### config.mk
export PLATFORM = sky130hd
export DESIGN_NAME = hex_scan_driver
export DESIGN_NICKNAME = d
export VERILOG_FILES = /design/src/rtl/hex_scan_driver_pkg.sv /design/src/rtl/hex_scan_driver_prescaler.sv /design/src/rtl/hex_scan_driver.sv
export SDC_FILE = /design/constraint.sdc
export NUM_CORES = 1
export LEC_CHECK = 0
export ABC_AREA = 1
export CAP_MARGIN = 20
export CORE_MARGIN = 5
export CORE_UTILIZATION = 55
export DETAILED_ROUTE_END_ITERATION = 8
export DONT_BUFFER_PORTS = 1
export PLACE_DENSITY = 0.7
export SYNTH_ARGS = -nofsm -noshare
export SYNTH_HDL_FRONTEND = slang
export SYNTH_HIERARCHICAL = 1
export SYNTH_SLANG_ARGS = --single-unit
export TNS_END_PERCENT = 10
### constraint.sdc
create_clock -name clk -period 2.7 [get_ports clk]
set_input_delay 0.54 -clock clk [delete_from_list [all_inputs] [get_ports clk]]
set_output_delay 0.54 -clock clk [all_outputs]
set_load 0.02 [all_outputs]
### src/rtl/hex_scan_driver_pkg.sv
`default_nettype none
// ============================================================================
// hex_scan_driver_pkg : shared constants and leading-zero blank mask helper
// Revision: 1.0
// ============================================================================
package hex_scan_driver_pkg;

   localparam int unsigned c_NIBBLE_W            = 4;
   localparam int unsigned c_MAX_DIGITS          = 8;
   localparam int unsigned c_MAX_IDX_W           = 3;
   localparam int unsigned c_MAX_VAL_W           = c_MAX_DIGITS * c_NIBBLE_W;
   localparam int unsigned c_DEFAULT_REFRESH_DIV = 50000;
   localparam int unsigned c_DEFAULT_DEAD_CYCLES = 2;

   // Bit i set when every nibble from the top digit down to i is zero; digit 0 never set.
   function automatic logic [c_MAX_DIGITS-1:0] lz_blank_mask(
      input logic [c_MAX_VAL_W-1:0] value,
      input int unsigned            num_digits
   );
      logic [c_MAX_DIGITS-1:0] mask;
      logic                    zero_run;
      mask     = '0;
      zero_run = 1'b1;
      for (int i = c_MAX_DIGITS - 1; i >= 1; i--) begin
         if (int'(num_digits) > i) begin
            zero_run = zero_run && (value[i*c_NIBBLE_W +: c_NIBBLE_W] == '0);
            mask[i]  = zero_run;
         end
      end
      return mask;
   endfunction

endpackage
`default_nettype wire

### src/rtl/hex_scan_driver_prescaler.sv
`default_nettype none
// ============================================================================
// scan_prescaler : slot divider producing a terminal-count tick and dead flag
// Revision: 1.0
// ============================================================================
module scan_prescaler #(
   parameter int unsigned REFRESH_DIV = 50000,
   parameter int unsigned DEAD_CYCLES = 2
) (
   input  logic clk,
   input  logic rst,
   output logic o_tick,
   output logic o_dead
);

   localparam int unsigned           c_CNT_W = $clog2(REFRESH_DIV);
   localparam logic [c_CNT_W-1:0]    c_LAST  = c_CNT_W'(REFRESH_DIV - 1);
   localparam logic [c_CNT_W-1:0]    c_DEAD  = c_CNT_W'(DEAD_CYCLES);

   logic [c_CNT_W-1:0] r_count;

   always_ff @(posedge clk or posedge rst) begin
      if (rst) begin
         r_count <= '0;
      end else if (r_count == c_LAST) begin
         r_count <= '0;
      end else begin
         r_count <= r_count + c_CNT_W'(1);
      end
   end

   assign o_tick = (r_count == c_LAST);
   assign o_dead = (r_count < c_DEAD);

endmodule
`default_nettype wire

### src/rtl/hex_scan_driver.sv
`default_nettype none
// ============================================================================
// hex_scan_driver : time-multiplexed hex scan with double buffer and LZ blank
// Revision: 1.0
// ============================================================================
module hex_scan_driver
   import hex_scan_driver_pkg::*;
#(
   parameter int unsigned NUM_DIGITS  = 4,
   parameter int unsigned REFRESH_DIV = c_DEFAULT_REFRESH_DIV,
   parameter int unsigned DEAD_CYCLES = c_DEFAULT_DEAD_CYCLES
) (
   input  logic                             clk,
   input  logic                             rst,
   input  logic [NUM_DIGITS*c_NIBBLE_W-1:0] value_in,
   input  logic                             load,
   input  logic                             blank_lz,
   output logic [c_NIBBLE_W-1:0]            digit_nibble,
   output logic [NUM_DIGITS-1:0]            digit_sel,
   output logic                             load_ack,
   output logic                             frame_done
);

   localparam int unsigned           c_VAL_W    = NUM_DIGITS * c_NIBBLE_W;
   localparam int unsigned           c_IDX_W    = $clog2(NUM_DIGITS);
   localparam logic [c_IDX_W-1:0]    c_LAST_IDX = c_IDX_W'(NUM_DIGITS - 1);

   logic                      w_tick;
   logic                      w_dead;
   logic                      w_wrap;
   logic                      w_blank;
   logic [c_MAX_DIGITS-1:0]   w_mask;
   logic [c_MAX_IDX_W-1:0]    w_idx_ext;
   logic [c_NIBBLE_W-1:0]     w_nibble;
   logic [NUM_DIGITS-1:0]     w_sel_n;

   logic [c_IDX_W-1:0]        r_index;
   logic [c_VAL_W-1:0]        r_display;
   logic [c_VAL_W-1:0]        r_pending;
   logic                      r_pending_valid;

   scan_prescaler #(
      .REFRESH_DIV (REFRESH_DIV),
      .DEAD_CYCLES (DEAD_CYCLES)
   ) u_prescaler (
      .clk    (clk),
      .rst    (rst),
      .o_tick (w_tick),
      .o_dead (w_dead)
   );

   assign w_wrap = w_tick && (r_index == c_LAST_IDX);

   always_ff @(posedge clk or posedge rst) begin
      if (rst) begin
         r_index <= '0;
      end else if (w_tick) begin
         r_index <= (r_index == c_LAST_IDX) ? '0 : r_index + c_IDX_W'(1);
      end
   end

   // A load landing on the wrapping tick bypasses the pending buffer entirely.
   always_ff @(posedge clk or posedge rst) begin
      if (rst) begin
         r_display       <= '0;
         r_pending       <= '0;
         r_pending_valid <= 1'b0;
      end else if (w_wrap) begin
         if (load) begin
            r_display <= value_in;
         end else if (r_pending_valid) begin
            r_display <= r_pending;
         end
         r_pending_valid <= 1'b0;
      end else if (load) begin
         r_pending       <= value_in;
         r_pending_valid <= 1'b1;
      end
   end

   assign w_mask    = lz_blank_mask(c_MAX_VAL_W'(r_display), NUM_DIGITS);
   assign w_idx_ext = c_MAX_IDX_W'(r_index);
   assign w_blank   = blank_lz && w_mask[w_idx_ext];
   assign w_nibble  = r_display[{r_index, 2'b00} +: c_NIBBLE_W];

   always_comb begin
      w_sel_n = '1;
      if (!w_dead && !w_blank) begin
         w_sel_n[r_index] = 1'b0;
      end
   end

   always_ff @(posedge clk or posedge rst) begin
      if (rst) begin
         digit_nibble <= '0;
         digit_sel    <= '1;
         load_ack     <= 1'b0;
         frame_done   <= 1'b0;
      end else begin
         digit_nibble <= w_nibble;
         digit_sel    <= w_sel_n;
         load_ack     <= w_wrap && (load || r_pending_valid);
         frame_done   <= w_wrap;
      end
   end

endmodule
`default_nettype wire

==> results.cfg, run 1 <==
[finish]
layout-drive-gt1-share_pct = 12.3
final_common_cell = nand2_1
diodes = 0
fill_cells = 464
area_growth_pct = 7.87
final_cell_mix = 76 x nand2_1, 57 x dfrtp_1, 47 x inv_1
layout.nets = 371

[route]
totalWireLength_mm = 5.45
wl_per_cell_um = 13.0
drc = 0
firstDrtPassIters = 4
via_per_inst = 5.12
antenna_left = 0
drtIter0Drc = 75
vias = 2155

[global_route]
grt_pass1_wl_mm = 9.78
gr-usage-all-layers_pct = 17.4
grt_pass1_vias = 2135
overflow = 0
antenna_found_initial = 0
grt_start_max_net_pins = 46

[critical_path]
required_ps = 2910
worstPathMaxFanout = 23
critPathKind = reg -> reg
worst_setup_path_start_kind = flip-flop
ff2ff_path_depth = 8
reg2reg_from = u_prescaler/r_count[0]
cp.arrival_ps = 2400
critPathCaptureType = flip-flop
ff2ff_setup_slack_ps = 510
rr_endpoint = r_pending[14]

[placement]
portBuffers = 0
place.gp.congestion = 0.884
dp_hpwl_mm = 3.94

[yosys]
synth_area_per_cell_um2 = 8.52
yosysSeqAreaShare_pct = 52.1
netlist_instances = 345
synth_area_mm2 = 0.00294
yosys_register_bits = 61
ys.flop_type = dfrtp_1
synthArstFlopShare_pct = 100
synth_warnings = 6
synth_edf_count = 0
syn_nets = 370
ys_types = 31

[job]
maxCapViolations = 0

[floorplanning]
die_x_um = 83.1
ios = 30
die_height_um = 83.1
initial_core_util_pct = 57.2
core_area_mm2 = 0.00514
row_count = 26
dieArea_mm2 = 0.00691

[clock_tree]
cts_resized = 0
h-tree-depth = 3
cts_tree = yes
postCtsHoldBufs = 0
cts-root-buf = clkbuf_8
cts_sinks = 61
numCtsBuffers = 9
post_cts_buffers = 0
cts_buffer_depth = 2
cts.clk_slew.worst_paths_ps = 70
clock_latency_ps = 340

[timing]
drv_slew = 0
fin_skew_ps = 10.5
rsz0062_at_grt = false
hold_violations = 0
relSlewSlack_pct = 39.9
final.min_clock_period_ps = 2190
timing.fmax_ghz = 0.457
tns_ps = 0
worstMarginPinSlew_ps = 900
setup_viol = 0
fin_crit_sh_pct = 81.1

[power]
leakagePower_nw = 1.59
power.total_mw = 1.92
p_per_area_mw_per_mm2 = 605
ir_drop_v = 0.000390

[hold_path]
hold_path_class = in -> async

[status]
status = finished clean
==> cell type report <==
cell class | count | area (um^2) | area share, %
Tap cell | 70 | 87.6 | 2.76
Timing Repair Buffer | 1 | 7.51 | 0.237
Inverter | 51 | 191 | 6.04
Multi-Input combinational cell | 222 | 1150 | 36.2
Sequential cell | 61 | 1530 | 48.3
Clock buffer | 11 | 131 | 4.14
Clock inverter | 5 | 75.1 | 2.37
==> sequential cells by signal, summed over array words and instances (netlist names) <==
name and flops:
frame_done 1, digit_nibble 4, r_pending_valid 1, digit_sel 4
r_pending 16, r_display 16, u_prescaler/r_count 16, r_index 2
load_ack 1
==> cell usage after synthesis, types with 2 or more instances <==
master | n | area share [%]
inv_2 | 3 | 0.38
nand3_2 | 2 | 0.68
mux2_2 | 9 | 3.4
dfstp_2 | 4 | 3.6
nand3_1 | 17 | 2.9
dfrtp_1 | 57 | 49
inv_1 | 48 | 6.1
nor2_2 | 2 | 0.43
nor2_1 | 41 | 5.2
buf_6 | 2 | 0.77
nand2_1 | 76 | 9.7
nand4_1 | 2 | 0.43
xor2_1 | 2 | 0.60
a31oi_1 | 9 | 1.9
nor3_1 | 2 | 0.34
o21ai_0 | 29 | 4.9
a21oi_1 | 6 | 1.0
o22ai_1 | 2 | 0.43
ha_1 | 5 | 2.1
nand2_2 | 3 | 0.64
buf_2 | 8 | 1.4
o211ai_1 | 7 | 1.8
==> power by group <==
group | total (mW) | internal, mW | switching, mW
combinational | 0.0830 | 0.0316 | 0.0514
sequential | 0.979 | 0.954 | 0.0250
clock | 0.858 | 0.516 | 0.342
total | 1.92 | 1.50 | 0.419
==> cells by family after synthesis <==
group / after synthesis / synth area share (%)
AOI/OAI and AO/OA: 55 / 10.8
and+or+nand+nor: 150 / 21.7
DFF: 61 / 52.1
xor gates and xnor gates: 3 / 0.894
muxes: 9 / 3.45
buffers and inverters: 62 / 8.89
adders and majority gates: 5 / 2.13
==> worst max path at each step <==
stage	to	startpoint	cells past startpoint
floorplan	r_pending[0]	u_prescaler/r_count[0]	9
global placement	r_pending[15]	u_prescaler/r_count[0]	8
detailed placement	r_pending[8]	u_prescaler/r_count[0]	8
CTS	r_pending[14]	u_prescaler/r_count[0]	8
global route	r_pending[1]	u_prescaler/r_count[0]	8
finish	r_pending[14]	u_prescaler/r_count[0]	8
==> through the flow <==
step	cell area, um^2	utilization, %	cells	setup slack (ps)	hold slack (ps)
final	3170	61.7	421	510	163
after global routing	3170	61.7	421	313	219
after CTS	3170	61.7	421	482	184
after detailed placement	2970	57.7	405	495	475
after global placement	2970	57.7	405	595	468
after floorplan	2940	-	345	852	454
==> critical path, stage by stage (launching register included) <==
cell     delay [ps]
dfrtp_1         400
ha_1            220
nand3_2         140
nor2_1          160
nand3_2         130
inv_2           170
nand2_2         110
nand2_2         350
mux2_2          390
==> routing by layer <==
metal,part of all wire [%],GRT usage (%),vias to the layer above
met4,1.3,6.24,0
met3,4.4,3.86,10
li1,-,-,1099
met1,45,22.3,998
met5,0,0,-
met2,49,28.9,48
Power figures use the tool's default switching activity.
==> run 2: changes to the inputs <==
Clock period 2.7 ns to 2.1 ns, I/O delays scaled along.
==> results.cfg, run 2 (synthesis results as in run 1) <==
[status]
status = finished clean

[timing]
drv_slew = 0
final.min_clock_period_ps = 1930
relSlewSlack_pct = 58.8
fin_crit_sh_pct = 92.1
hold_violations = 0
rsz0062_at_grt = false
tns_ps = 0
setup_viol = 0
fin_skew_ps = 10.2
worstMarginPinSlew_ps = 618
timing.fmax_ghz = 0.517

[critical_path]
cp_cell_sequence = ha_1 -> nand3_2 -> nor2_1 -> nand3_2 -> inv_2 -> nand2_2 -> nand2_2 -> mux2_2
slowest_stage = dfrtp_1
critPathKind = reg -> reg
rr_endpoint = r_pending[0]
ff2ff_setup_slack_ps = 170
worst_setup_path_start_kind = flip-flop
max_stage_delay_ps = 390
ff2ff_path_depth = 8
path_buf_inv = 1
worstPathMaxFanout = 10
cp-startpoint = u_prescaler/r_count[1]
endpoint = r_pending[0]
critPathCaptureType = flip-flop
required_ps = 2300
cp.arrival_ps = 2140
crit_cells = 8
reg2reg_from = u_prescaler/r_count[1]
cp_top_family = simple AND/OR/NAND/NOR gates

[global_route]
antenna_found_initial = 0
gr-usage-all-layers_pct = 17.6
grt_pass1_wl_mm = 9.94
grt_start_max_net_pins = 27
overflow = 0
grt_pass1_vias = 2177

[route]
vias = 2163
drtIter0Drc = 90
firstDrtPassIters = 5
wl_per_cell_um = 12.9
antenna_left = 0
route.top_layer_used = met4
m1WireLength_mm = 2.40
met3_length_um = 237
via_per_inst = 5.08
drc = 0
totalWireLength_mm = 5.50
route.met2.wl_mm = 2.75

[clock_tree]
numCtsBuffers = 9
cts.clk_slew.worst_paths_ps = 70
cts_tree = yes
cts_sinks = 61
post_cts_buffers = 0
clock_latency_ps = 330
cts_buffer_depth = 2
cts-root-buf = clkbuf_8
h-tree-depth = 3

[power]
p_per_area_mw_per_mm2 = 724
leakagePower_nw = 1.62
ir_drop_v = 0.000525
power.total_mw = 2.33

[floorplanning]
dieArea_mm2 = 0.00691
core_area_mm2 = 0.00514
die_x_um = 83.1
die_height_um = 83.1
row_count = 26
ios = 30
initial_core_util_pct = 57.2

[hold_path]
hold_path_class = in -> async

[finish]
reg_top3 = r_display x16, r_pending x16, u_prescaler/r_count x16
layout.nets = 378
layout-drive-gt1-share_pct = 13.8
final_common_cell = nand2_1
area_growth_pct = 9.40
final_cell_mix = 76 x nand2_1, 57 x dfrtp_1, 47 x inv_1
diodes = 0

[placement]
place.gp.congestion = 0.888
portBuffers = 0
dp_hpwl_mm = 4.08

[job]
maxCapViolations = 0
[run 2: per-layer routing]
metal	vias to the layer above	track usage, %
met5	-	0
met4	0	8.02
met3	11	4.06
met2	55	29.3
met1	982	21.9
li1	1115	-
[run 2: how the worst min path moves through the flow]
stage / endpoint / slack (ps)
floorplan: u_prescaler/r_count[0] / 330
global placement: digit_nibble[3] / 350
detailed placement: load_ack / 350
CTS: u_prescaler/r_count[7] / 60
global route: u_prescaler/r_count[9] / 100
finish: u_prescaler/r_count[13] / 50
[run 2: what timing repair did]
| item | CTS | global route |
|---|---|---|
| hold endpoints to repair | 20 | 0 |
| setup endpoints to repair | 0 | 0 |
| hold buffers | 1 | 0 |
| gates resized for setup | 0 | 0 |
[run 2: worst register-to-register path: stages, from the launching register on]
cell     delay [ps]
dfrtp_1         390
ha_1            220
nand3_2         140
nor2_1          170
nand3_2         140
inv_2            90
nand2_2          90
nand2_2         220
mux2_2          370
[run 2: cell type report]
cell class                 instances  area [um^2]
clock inverter                     1         5.00
tap                               70         87.6
fill                             449         1920
clock buffer                      13          179
sequential                        61         1530
timing repair buffer               8         75.1
inverter                          51          191
multi-input combinational        222         1150
[run 2: power by group]
group	leakage (nW)	internal [mW]	switching (mW)
sequential	0.760	1.23	0.0329
combinational	0.763	0.0456	0.0676
clock	0.0974	0.542	0.413
total	1.62	1.81	0.514
[run 2: metrics by stage]
step / worst slack, ps / hold WS (ps) / instances / utilization [%] / cell area, um^2
6_report: 166 / 49.1 / 426 / 62.6 / 3220
2_1_floorplan: 252 / 334 / 345 / - / 2940
3_3_place_gp: 235 / 349 / 411 / 58.8 / 3020
3_5_place_dp: 178 / 348 / 411 / 58.8 / 3020
4_1_cts: 157 / 61.5 / 426 / 62.6 / 3220
5_1_grt: 15.6 / 104 / 426 / 62.6 / 3220
